===== src/rtl/c4_pattern_tx.sv =====
// Serial pattern source for the C4 detector: sends a latched WIDTH-bit word MSB-first,
// repeated `reps` times with a one-cycle zero gap, then pulses done for one cycle.
module c4_pattern_tx #(
  parameter int WIDTH  = 8,
  parameter int REPS_W = 4
) (
  input  logic              n_clk,
  input  logic              rst,
  input  logic              start,
  input  logic [WIDTH-1:0]  pattern,
  input  logic [REPS_W-1:0] reps,
  output logic              a,
  output logic              busy,
  output logic              done,
  output logic [REPS_W-1:0] rep_left
);

  localparam int CNT_W = (WIDTH > 2) ? $clog2(WIDTH) : 1;
  localparam logic [CNT_W-1:0] CNT_TOP = CNT_W'(WIDTH - 1);

  typedef enum logic [1:0] {IDLE, SEND, GAP, DONE} state_t;

  state_t            state, state_nx;
  logic [WIDTH-1:0]  sh, sh_nx;
  logic [WIDTH-1:0]  pat_q, pat_nx;
  logic [CNT_W-1:0]  cnt, cnt_nx;
  logic [REPS_W-1:0] rep_nx;

  always_ff @(negedge n_clk or negedge rst) begin
    if (!rst) begin
      state    <= IDLE;
      sh       <= '0;
      pat_q    <= '0;
      cnt      <= '0;
      rep_left <= '0;
    end else begin
      state    <= state_nx;
      sh       <= sh_nx;
      pat_q    <= pat_nx;
      cnt      <= cnt_nx;
      rep_left <= rep_nx;
    end
  end

  always_comb begin
    state_nx = state;
    sh_nx    = sh;
    pat_nx   = pat_q;
    cnt_nx   = cnt;
    rep_nx   = rep_left;
    case (state)
      IDLE: begin
        if (start) begin
          pat_nx   = pattern;
          sh_nx    = pattern;
          rep_nx   = reps;
          cnt_nx   = CNT_TOP;
          state_nx = (reps != '0) ? SEND : DONE;
        end
      end
      SEND: begin
        sh_nx = {sh[WIDTH-2:0], 1'b0};
        if (cnt != '0) begin
          cnt_nx = cnt - 1'b1;
        end else begin
          rep_nx = rep_left - 1'b1;
          // rep_left==1 here means the word just finished was the last one
          if (rep_left != REPS_W'(1)) begin
            sh_nx    = pat_q;
            cnt_nx   = CNT_TOP;
            state_nx = GAP;
          end else begin
            state_nx = DONE;
          end
        end
      end
      GAP:     state_nx = SEND;
      DONE:    state_nx = IDLE;
      default: state_nx = IDLE;
    endcase
  end

  assign a    = (state == SEND) & sh[WIDTH-1];
  assign busy = (state != IDLE);
  assign done = (state == DONE);

endmodule


===== config.mk =====
export PLATFORM = sky130hd
export DESIGN_NAME = c4_pattern_tx
export DESIGN_NICKNAME = d
export VERILOG_FILES = /design/src/rtl/c4_pattern_tx.sv
export SDC_FILE = /design/constraint.sdc
export NUM_CORES = 1
export LEC_CHECK = 0
export BUFFER_PORTS_ARGS = -buffer_cell sky130_fd_sc_hd__buf_2
export CORE_ASPECT_RATIO = 0.9
export CORE_UTILIZATION = 25
export DETAILED_ROUTE_END_ITERATION = 16
export SLEW_MARGIN = 20
export SYNTH_ARGS = -nofsm -noshare
export SYNTH_HDL_FRONTEND = slang
export SYNTH_SLANG_ARGS = --single-unit

===== constraint.sdc =====
create_clock -name n_clk -period 1.6 [get_ports n_clk]
set_input_delay 0.32 -clock n_clk [delete_from_list [all_inputs] [get_ports n_clk]]
set_output_delay 0.32 -clock n_clk [all_outputs]
set_load 0.005 [all_outputs]

After elaboration in Yosys (flattened, before gate mapping)

Index checks and enable logic that the tools add are counted.

Register bits: 25
Input bits: 15
Output and inout port bits: 7
Logic and storage cells: 41

$add $sub $neg: 2
Eq/ne operators: 7
Muxes and demuxes: 16
Bitwise gates (word level): 1
Reduce and logical (&&, ||, !) cells: 10

Operator list:

| operator              | count |
|---|---|
| $mux W8               | 3 |
| $pmux W8 S2           | 1 |
| $mux W3               | 3 |
| $mux W4               | 2 |
| $pmux W2 S4           | 1 |
| $pmux W4 S2           | 1 |
| $mux W2               | 3 |
| $pmux W3 S2           | 1 |
| $reduce_and A2 Y1     | 3 |
| $reduce_and A3 Y1     | 2 |
| $eq A2 B2 Y1 const B  | 2 |
| $ne A2 B2 Y1 const B  | 2 |
| $ne A4 B1 Y1 const B  | 1 |
| $reduce_bool A2 Y1    | 2 |
| $reduce_bool A4 Y1    | 1 |
| $sub A4 B1 Y4 const B | 1 |
| $ne A3 B3 Y1 const B  | 1 |
| $reduce_bool A3 Y1    | 1 |
| $sub A3 B1 Y3 const B | 1 |
| $eq A2 B1 Y1 const B  | 1 |
| $logic_not A2 Y1      | 1 |
| $and A1 B1 Y1         | 1 |
| $mux W1               | 1 |

Depth between registers and ports, before layout

Depth in word-level cells: 4
Mapped depth: 6

==> results.md <==
- Fin Hold WS: 0.420 ns
- Status: finished, violations left
- Synth top area share: 0.423
- Crit path cell chain: and2b_1, and2_4, buf_6
- Port-buffer cells: 21
- Die Y-Extent: 75.0 um
- Worst Skew: around 0.0047 ns
- DRT Wirelength: 4200 um
- WP buf/inv: 1
- Sink Count: 25
- Post-synth ARST share: 1.00
- Vias in the first global route: approximately 1400
- WL/cell: approximately 16 um
- Number of library cell types mapped by synthesis: between 40 and 50
- RSZ-0062 raised after global routing: true
- Syn avg cell area: 10.3 um2
- Highest Signal Layer: met4
- Met2 WL: 1960 um
- Relative slew slack: 0.771
- Clock-pin slew on the worst setup and hold paths: around 0.060 ns
- Layout cell share with drive strength beyond 1: 0.497
- GRT Util Overall: 0.144
- Hold Path Class: reg2reg
- Fin area: 0.00221 mm2
- Delay-heaviest family, CP: flip-flops
- Synth Area in XOR/XNOR: 0
- Post-synth top flop: dfrtn_1
- Met1 Routed Length: 2060 um
- Antenna-violating nets left: 0
- Area growth from synthesis to layout: 49.2%
- Router iterations before antenna repair: 4
- Worst EP arrival: 1.97 ns
- #FFs+latches synth: 25
- Data required, critical path: 1.28 ns
- Global route total overflow: 0
- Adder-cell area share of the yosys netlist: 0.0338
- Largest net degree at the start of global routing: 26
- Die W: 83.1 um
- Post-Synth Simple-Gate Area: 0.238
- Critical path's slowest cell: dfrtn_1
- Clock Tree Buf Depth: 2
- Initial antenna violation count: 0
- Syn nets: roughly 160
- Total die area: 0.00623 mm2
- Io pins: 22
- Clock root buffer: clkbuf_8
- Largest family of logic cells by synthesized area: simple AND/OR/NAND/NOR gates
- Area contributors post-synth: dfrtn_1, mux2_2, nor3b_1
- Dpl hpwl: 2740 um
- Core Util, Final: 0.388
- Synth Cell Area: 0.00148 mm2
- Post-CTS Hold Fix Bufs: 0
- Layout Nets: roughly 210
- CTS buffer count: 3
- Clk_lat worst skew: 0.28 ns
- Count of pins over their slew limit: 0
- Core ar.: 0.00569 mm2
- Diodes inserted: 0
- Crit Path Max Fanout: 3
- CTS H-tree lvls: 1
- Slew at the pin closest to its max-slew limit: around 0.34 ns
- TNS Setup: -7.20 ns
- Area leader, netlist: dfrtn_1
- Pwr/cell area: 1710 mW/mm2
- Via count: about 1300
- Post-synth EDFFs: 0
- DRC violations left: 0
- Post-DP Area: 0.00185 mm2
- CP peak stage delay: 0.44 ns
- Initial Util: 0.260
- Setup violators final: 28
- Crit end category: output port
- Sequential-to-total area share from yosys stat: 0.423
- Crit Path Category: reg2out
- Post-synthesis compound-gate area fraction: 0.164
- Met3 routed WL: between 150 and 200 um
- Site Rows: 26
- Max VDD drop: a little under 0.7 mV
- Leakage power: 0.947 nW
- Final worst slack: -0.690 ns
- Via density: 5.03
- Mux cell area share after synthesis: 0.0744
- First-pass GRT wire length: 6930 um
- Startpoint Class: flip-flop
- Final Hold Vio Count: 0
- DR iter-0 viols: 52
- TritonCTS clock tree: done
- Synth Instances: roughly 140
- Max cap viols: 0
- Failing checks: negative setup slack
- Syn. warnings: 0
- Gpl congestion: 0.782
==> cells by family (layout without fill, tap and decap cells) <==
group | after synthesis | after routing
flip-flops | 25 | 25
buffers and inverters | 17 | 66
AND/OR/NAND/NOR | 54 | 54
AO/OA/AOI/OAI | 34 | 34
adder cells (fa/ha/maj) | 4 | 4
multiplexers | 10 | 10
==> area by class of cell <==
class | instances | area [um2]
Clock buffer | 4 | 45.0
Fill cell | 571 | 3480
Inverter | 5 | 18.8
Multi-Input combinational cell | 102 | 942
Sequential cell | 25 | 626
Tap cell | 70 | 87.6
Timing Repair Buffer | 57 | 489
==> report_power, final <==
| part | total, W | leakage [nW] | internal, W | switching [W] |
|---|---|---|---|---|
| Clock | 0.000388 | 0.0228 | 0.000179 | 0.000209 |
| Sequential | 0.00115 | 0.304 | 0.000951 | 0.000197 |
| Combinational | 0.00225 | 0.620 | 0.00122 | 0.00102 |
==> per-layer routing <==
metal  GRT usage  vias to the layer above
li1            -                      632
met1       0.203                      666
met2       0.222                       22
met3      0.0384                        2
met4      0.0364                        0
met5           0                        -
==> path summary, 6_finish.rpt <==
kind	from	to	slack, ns	cells past startpoint
worst min-delay path	cnt[0]	cnt[0]	0.42	1
max in group asynchronous	rst	state[1]	0.76	2
worst max register to register	state[1]	rep_left[0]	-0.07	6
worst min register to register	cnt[0]	cnt[0]	0.42	1
worst max-delay path	state[1]	a	-0.69	3
min in group asynchronous	rst	cnt[0]	0.65	2
==> cell usage after synthesis (all sizes together), types with 2 or more instances <==
cell type	count
o22ai	3
o2bb2ai	3
a31oi	2
buf	11
o211ai	7
nor2b	2
dfrtn	25
a21oi	4
nand2b	2
nand4	6
a32oi	2
inv	5
ha	4
mux2	8
nand2	8
o21ai	4
mux2i	2
a211oi	5
and2	8
nor3b	9
nor2	5
==> placed cells by master (no fill, tap or decap), types with 2 or more instances in the layout <==
cell,count
and2_1,6
buf_12,3
nand2_1,8
nand4_1,6
and2_4,2
nor2b_1,2
o211ai_1,6
ha_1,2
buf_4,19
inv_1,5
buf_8,3
a21oi_1,3
buf_6,13
mux2_4,8
nand2b_1,2
nor2_2,2
a211oi_2,5
a31oi_1,2
clkbuf_8,3
nor2_1,2
nor3b_1,8
o21ai_1,2
buf_2,19
a32oi_1,2
dfrtn_1,25
==> flip-flops by register name, indices dropped and copies added, names as in the netlist <==
signal / count
sh: 8
pat_q: 8
state: 2
cnt: 3
rep_left: 4
==> stage by stage <==
stage	total power [W]	cells	setup slack, ns
global route	0.00404	263	-0.738
detailed placement	0.00282	248	-0.622
finish	0.00378	263	-0.690
CTS	0.00368	264	-0.694
global placement	0.00280	248	-0.595
floorplan	0.00229	144	-0.514
==> what timing repair did <==
action / 4_1_cts / 5_1_grt
setup buffers: 10 / 2
resized for setup: 38 / 15
cloned: 2 / 0
pin swaps: 14 / 11
setup endpoints to repair: 30 / 32
Power figures use the tool's default switching activity.
